===== config.mk =====
export PLATFORM = sky130hd
export DESIGN_NAME = preadder_mt
export DESIGN_NICKNAME = d
export VERILOG_FILES = /design/src/rtl/PARAMS_BN254_d0.sv /design/src/rtl/poly_adder_L3_L3.sv /design/src/rtl/preadder_mt.sv
export SDC_FILE = /design/constraint.sdc
export NUM_CORES = 1
export LEC_CHECK = 0
export CAP_MARGIN = 20
export CELL_PAD_IN_SITES_DETAIL_PLACEMENT = 2
export CELL_PAD_IN_SITES_GLOBAL_PLACEMENT = 2
export CORE_ASPECT_RATIO = 1.1
export CORE_MARGIN = 2
export CORE_UTILIZATION = 45
export DETAILED_ROUTE_END_ITERATION = 8
export PLACE_DENSITY = 0.91
export SLEW_MARGIN = 20
export SYNTH_ARGS = -nofsm -noshare
export SYNTH_HDL_FRONTEND = slang
export SYNTH_SLANG_ARGS = --single-unit

===== constraint.sdc =====
create_clock -name clk -period 26.7 [get_ports clk]
set_input_delay 5.34 -clock clk [delete_from_list [all_inputs] [get_ports clk]]
set_output_delay 5.34 -clock clk [all_outputs]
set_load 0.01 [all_outputs]

===== src/rtl/PARAMS_BN254_d0.sv =====
// Shared types for the BN254 degree-0 datapath.
//   redundant_poly_L3 : NCOEF signed coefficients of COEF_W bits each, kept in
//                       redundant (unreduced) form; adds/subtracts simply wrap.
//   MODE_*            : operation selects used by preadder_mt (mode1/mode2).
// No ports (package).
package PARAMS_BN254_d0;

  localparam int COEF_W = 16;
  localparam int NCOEF  = 4;

  typedef logic signed [COEF_W-1:0] coef_t;
  typedef coef_t [NCOEF-1:0]        redundant_poly_L3;

  // mode1: PASS Z0=X, HADD Z0=X+HX, XY Z0=X+Y, HSUB Z0=X-HX
  // mode2: PASS Z1=Y, HADD Z1=X-Y,  XY Z1=Y+HY, HSUB Z1=Y-HY
  localparam logic [2:0] MODE_PASS = 3'b000;
  localparam logic [2:0] MODE_HADD = 3'b001;
  localparam logic [2:0] MODE_XY   = 3'b010;
  localparam logic [2:0] MODE_HSUB = 3'b011;

endpackage


===== src/rtl/poly_adder_L3_L3.sv =====
// Coefficient-wise add/subtract of two redundant_poly_L3 values, no modular
// reduction. LATENCY 0 is combinational, any other value gives one register.
// Ports:
//   clk  in  clock
//   a, b in  operands
//   sub  in  1: s = a - b, 0: s = a + b
//   s    out result
module poly_adder_L3_L3
  import PARAMS_BN254_d0::*;
#(
  parameter int LATENCY = 1
) (
  input  logic             clk,
  input  redundant_poly_L3 a,
  input  redundant_poly_L3 b,
  input  logic             sub,
  output redundant_poly_L3 s
);

  redundant_poly_L3 sum_c;

  always_comb begin
    sum_c = '0;
    for (int i = 0; i < NCOEF; i++) begin
      sum_c[i] = sub ? (a[i] - b[i]) : (a[i] + b[i]);
    end
  end

  if (LATENCY == 0) begin : g_comb
    assign s = sum_c;
  end else begin : g_reg
    always_ff @(posedge clk) begin
      s <= sum_c;
    end
  end

endmodule


===== src/rtl/preadder_mt.sv =====
// Multi-threaded pre-adder. Each of N_THREAD interleaved threads keeps a
// private copy of its previous X/Y operands (history) that modes may add to or
// subtract from the current operands. Fixed 2-cycle latency in every mode.
// Optional feature: define PREADDER_MT_HIST_SUB_EN to implement the history
// subtract modes (011); without it mode 011 is a plain pass-through.
// Ports:
//   clk         in  clock
//   rstn        in  synchronous active-low reset
//   valid_in    in  operands valid this cycle
//   X, Y        in  operand polynomials
//   mode1/mode2 in  operation selects for Z0/Z1
//   thread      in  thread index of the operands
//   clr_hist    in  (with valid_in) read the thread's history as zero
//   valid_out   out Z0/Z1 carry a result
//   thread_out  out thread index of the result
//   Z0, Z1      out results, held while valid_out=0
module preadder_mt
  import PARAMS_BN254_d0::*;
#(
  parameter int N_THREAD = 4,
  parameter int TW       = $clog2(N_THREAD)
) (
  input  logic             clk,
  input  logic             rstn,
  input  logic             valid_in,
  input  redundant_poly_L3 X,
  input  redundant_poly_L3 Y,
  input  logic [2:0]       mode1,
  input  logic [2:0]       mode2,
  input  logic [TW-1:0]    thread,
  input  logic             clr_hist,
  output logic             valid_out,
  output logic [TW-1:0]    thread_out,
  output redundant_poly_L3 Z0,
  output redundant_poly_L3 Z1
);

  redundant_poly_L3      hx [N_THREAD];
  redundant_poly_L3      hy [N_THREAD];
  logic [N_THREAD-1:0]   hv;

  logic             thr_ok_p0, hit_p0;
  redundant_poly_L3 hx_p0, hy_p0, b0_p0, a1_p0, b1_p0;
  logic             use0_p0, use1_p0, sub0_p0, sub1_p0;

  logic             vld_p1, use0_p1, use1_p1;
  logic [TW-1:0]    thread_p1;
  redundant_poly_L3 x_p1, y_p1, s0_p1, s1_p1;

  // ---- stage p0: history read and operand selection ----
  always_comb begin
    thr_ok_p0 = ({1'b0, thread} < (TW+1)'(N_THREAD));
    hit_p0    = thr_ok_p0 && hv[thread] && !clr_hist;
    hx_p0     = hit_p0 ? hx[thread] : '0;
    hy_p0     = hit_p0 ? hy[thread] : '0;

    use0_p0 = 1'b0;
    sub0_p0 = 1'b0;
    b0_p0   = '0;
    case (mode1)
      MODE_HADD: begin use0_p0 = 1'b1; b0_p0 = hx_p0; end
      MODE_XY:   begin use0_p0 = 1'b1; b0_p0 = Y;     end
`ifdef PREADDER_MT_HIST_SUB_EN
      MODE_HSUB: begin use0_p0 = 1'b1; sub0_p0 = 1'b1; b0_p0 = hx_p0; end
`endif
      default: ;
    endcase

    // Z1 adder: mode2=001 is X-Y, so its first operand is X rather than Y.
    use1_p0 = 1'b0;
    sub1_p0 = 1'b0;
    a1_p0   = Y;
    b1_p0   = '0;
    case (mode2)
      MODE_HADD: begin use1_p0 = 1'b1; sub1_p0 = 1'b1; a1_p0 = X; b1_p0 = Y; end
      MODE_XY:   begin use1_p0 = 1'b1; b1_p0 = hy_p0; end
`ifdef PREADDER_MT_HIST_SUB_EN
      MODE_HSUB: begin use1_p0 = 1'b1; sub1_p0 = 1'b1; b1_p0 = hy_p0; end
`endif
      default: ;
    endcase
  end

  // History write wins over clr_hist; a back-to-back op on the same thread
  // reads this value next cycle, so no bypass is needed.
  always_ff @(posedge clk) begin
    if (!rstn) begin
      hv <= '0;
    end else if (valid_in && thr_ok_p0) begin
      hv[thread] <= 1'b1;
    end
  end

  always_ff @(posedge clk) begin
    if (valid_in && thr_ok_p0) begin
      hx[thread] <= X;
      hy[thread] <= Y;
    end
  end

  // ---- stage p1: adders (registered inside) and matching pass-through delay ----
  poly_adder_L3_L3 #(.LATENCY(1)) u_add0 (
    .clk (clk),
    .a   (X),
    .b   (b0_p0),
    .sub (sub0_p0),
    .s   (s0_p1)
  );

  poly_adder_L3_L3 #(.LATENCY(1)) u_add1 (
    .clk (clk),
    .a   (a1_p0),
    .b   (b1_p0),
    .sub (sub1_p0),
    .s   (s1_p1)
  );

  always_ff @(posedge clk) begin
    if (!rstn) begin
      vld_p1 <= 1'b0;
    end else begin
      vld_p1 <= valid_in;
    end
  end

  always_ff @(posedge clk) begin
    thread_p1 <= thread;
    x_p1      <= X;
    y_p1      <= Y;
    use0_p1   <= use0_p0;
    use1_p1   <= use1_p0;
  end

  // ---- stage p2: output register ----
  always_ff @(posedge clk) begin
    if (!rstn) begin
      valid_out  <= 1'b0;
      thread_out <= '0;
      Z0         <= '0;
      Z1         <= '0;
    end else begin
      valid_out  <= vld_p1;
      thread_out <= thread_p1;
      if (vld_p1) begin
        Z0 <= use0_p1 ? s0_p1 : x_p1;
        Z1 <= use1_p1 ? s1_p1 : y_p1;
      end
    end
  end

endmodule


==> results.md <==
Status:
- The flow ran to the end, and the final reports show no timing, DRC or antenna violations.

Place:
- At the placement stage, the worst setup path has a slack of 14.82 ns.
- During placement, the flow inserted port buffers numbering 270.
- Once detailed placement completed, the half-perimeter wirelength came to 89.0 mm.
- Once placement finished, the instance area stood at 43000 sq um.
- Routability-driven placement finished with a final weighted congestion of 0.866.

Timing:
- The fmax is 84.8 MHz.
- The hold violation count in the final report is 0.
- The worst-case headroom to the max-slew limit is 24.0%.
- The final worst slack is 14.91 ns.
- For the pin with the worst max-slew slack, the measured transition is 1.14 ns.
- Setup repair after global routing left no endpoint under its margin.
- Setup violations remaining at the end of the flow were counted as 0.
- The final critical path takes up 44.1% of the cycle.
- The final max-slew violation count is 0.
- The post-route setup TNS is 0 ns.
- The final setup skew is 0.0353 ns.
- Counting I/O delays and the setup requirement, the final critical path takes 11.79 ns.
- On the final layout, the worst hold slack is 0.470 ns.

Final layout:
- From synthesis to final layout, the design area changed by 17.8%.
- The post-layout instance area is 46200 sq um.
- Cells with a size suffix above 1 make up 10.5% of the layout.
- The number of nets in the finished design is 3516.

Routing:
- The sum of routed wire length over all layers is 158 mm.
- In the routed design, unresolved DRC markers number 0.
- The via-per-instance ratio is 6.54.
- The violation count after the first detailed-routing iteration is 3262.
- The number of nets with antenna violations after detailed routing is 0.
- Across all layers, the routed design uses 29200 vias.
- For this run, the detailed router's first-pass iteration total came to 7.
- In the final routed layout, each cell accounts on average for 35.4 um.

Worst setup path:
- The setup check on the worst reg-to-reg path leaves a slack of 20.38 ns.
- The slowest stage cell on the critical path is buf_4.
- The type of element launching the critical path is an input port.
- The destination of the worst register-to-register timing path is u_add1.s[15]$_DFF_P_.
- The largest single stage delay on the critical path is 0.77 ns.
- The critical path goes through buf_8, buf_4, buf_4, mux4_2, a22oi_1, ha_1, inv_1, a221oi_2, nand2_1, nor3b_1, a21oi_1, o22a_1, ha_1, a21oi_1, nand2_1, o21ai_0, o21ai_0, nor4b_1, o41ai_1, xnor2_1.
- The sort of element at the end of the critical path is a register.
- The cell depth of the worst flop-to-flop path is 19.
- The number of buffers and inverters on the critical path is 4.
- The critical path data required time is 27.24 ns.
- STA puts the critical path data arrival time at 12.33 ns.
- Of all nets on the critical path, the largest fanout is 39.
- The start-to-end type of the worst setup path is in2reg.
- On the critical path the largest part of the delay comes from compound AO/OA/AOI/OAI gates.
- The worst register-to-register path begins at hv[0]$_SDFFE_PN0P_.

Floorplan:
- The top-level I/O count is 271.
- Once the floorplan was initialized, standard cells occupied 45.4% of the core.
- The row count is 113.
- The total area inside the core boundary comes to 86400 sq um.
- The die height is 314 um.
- The width of the chip is 286 um.
- The die outline area is 89600 sq um.

Logic synthesis:
- The post-synthesis instance total is 2980.
- The flip-flop cell with the highest count after synthesis is edfxtp_1.
- For this run, asynchronously set or reset flops after synthesis account for 0%.
- The count of warnings emitted by yosys is 0.
- By area the synthesized netlist is led by edfxtp_1, dfxtp_1, mux4_2, ha_1, nand2_1.
- The number of enable-type register cells in the synthesized netlist is 512.
- The mean cell area of the mapped netlist is 13.2 sq um.
- Counting every net in the synthesized netlist gives 3264.
- The share of the synthesized area in the top cell type is 39.2%.
- The register area share after synthesis is 59.4%.
- The distinct cell type count of the synthesized netlist is 78.
- The largest total area in the synthesized netlist belongs to edfxtp_1.
- The synthesis-stage register bit count is 908.
- The post-synthesis instance area is 39200 sq um.

Clock network:
- After clock tree synthesis, the clock-pin slew on the worst setup and hold paths is 0.08 ns.
- The number of setup buffers added after CTS is 0.
- The CTS tree is built.
- The number of clock sinks seen by CTS is 908.
- The cell sitting at the root of the clock tree is a clkbuf_16.
- The CTS buffer count is 94.
- The insertion delay of the later-clocked pin in the worst-skew pair is 0.70 ns.
- For this design, the CTS-stage hold fixing added 0 buffers.
- The total number of H-tree levels is 3.
- The clock tree buffer depth is 3.
- Gates resized during post-CTS repair numbered 0.

Job:
- Across the run, the number of max-cap violations was 0.

Power and ir drop:
- The power density of the placed cells is 77.4 nW/um^2.
- The static power due to leakage is 17.7 nW.
- The worst-case IR drop observed on VDD is 57.2 uV.

Global route:
- The via count of the first global-routing pass is 32500.
- The maximum number of pins on one net before global-route repair is 88.
- Global routing consumed, over all layers together, 35.0% of the routing resources.
- The first global-routing pass estimated 232 mm of wire.
- The initial antenna violation count is 6.
- Summed over all layers, the global routing overflow is 0.

Min path:
- The cell count of the worst hold path is 1.
- The path category of the worst min-delay check is reg2reg.
- The startpoint identified for the worst hold timing path is thread_p1[0]$_DFF_P_.
- The path with the worst hold slack has its endpoint at thread_out[0]$_SDFF_PN0_.
-- cell type report --
class                      instances  area [sq um]
antenna                            3          7.51
clock buffer                     133          2740
clock inverter                    45           377
fill                            7802         40200
inverter                          65           244
multi-input combinational       1861         15100
sequential                       908         23300
tap                             1150          1440
timing repair buffer             302          3000
-- state kept, by name, indices dropped and copies added (netlist names), 2 cells and up --
| register | count |
|---|---|
| hx | 256 |
| hy | 256 |
| Z0 | 64 |
| Z1 | 64 |
| u_add0.s | 64 |
| u_add1.s | 64 |
| x_p1 | 64 |
| y_p1 | 64 |
| hv | 4 |
| thread_out | 2 |
| thread_p1 | 2 |
-- power by group --
part           total, mW  leakage (nW)  switching [mW]  internal [mW]
Combinational      0.525          8.15           0.326          0.199
Sequential          1.66          8.02          0.0678           1.59
Clock               1.39          1.54           0.613          0.774
Total               3.57          17.7            1.01           2.57
-- through the flow --
stage,total power [mW],util (%),std cells
global placement,2.08,49.8,4283
finish,3.57,53.5,4467
global route,3.65,53.5,4466
floorplan,1.93,-,2980
CTS,3.56,53.4,4462
detailed placement,2.15,49.8,4284
-- per-layer routing --
layer	global-route usage (%)	vias up	share of wire, %
met5	0	-	0.029
met3	5.73	607	6.9
met1	40.7	15100	36
met4	19.8	6	6.1
met2	61.4	1857	51
li1	-	11700	-
-- placed cells by master, fill, tap and decap left out, drive strengths merged, types with 16 or more instances in the layout --
cell type      synthesis  layout
edfxtp               512     512
dfxtp                396     396
nand2                387     387
clkdlybuf4s50          0     267
mux2i                141     141
ha                   136     136
clkbuf               102     133
mux4                 129     129
o211a                128     128
nor2                 115     115
a21oi                109     109
xnor2                105     105
o21ai                102     102
inv                   65      67
nor3                  64      64
a22o                  60      60
clkinv                 0      36
buf                   44      35
xor2                  32      32
nand3                 27      27
nand2b                26      26
a22oi                 21      21
o21bai                21      21
and2                  16      16
nor3b                 16      16
-- cell families after synthesis --
family	synth area share (%)
simple gates	8.49
compound gates	11.0
flops	59.4
fa+ha+maj	4.75
mux	11.0
buf+inv	2.27
xor+xnor	3.06
-- cells in the mapped netlist (all sizes together) (102+ instances only) --
cell type  number
nand2         387
clkbuf        102
o21ai         102
o211a         128
dfxtp         396
mux4          129
mux2i         141
xnor2         105
ha            136
edfxtp        512
nor2          115
a21oi         109
-- worst max-delay path by stage --
stage | to | cells past startpoint | startpoint | slack, ns
after detailed placement | u_add1.s[15]$_DFF_P_ | 20 | thread[0] | 14.82
after CTS | u_add1.s[15]$_DFF_P_ | 20 | thread[0] | 15.08
after global routing | u_add1.s[15]$_DFF_P_ | 20 | thread[0] | 14.40
after global placement | u_add1.s[15]$_DFF_P_ | 20 | thread[0] | 15.36
after floorplan | hx[0][0]$_DFFE_PP_ | 7 | thread[1] | 10.05
final | u_add1.s[15]$_DFF_P_ | 20 | thread[0] | 14.91
(Power assumes the default switching activity.)
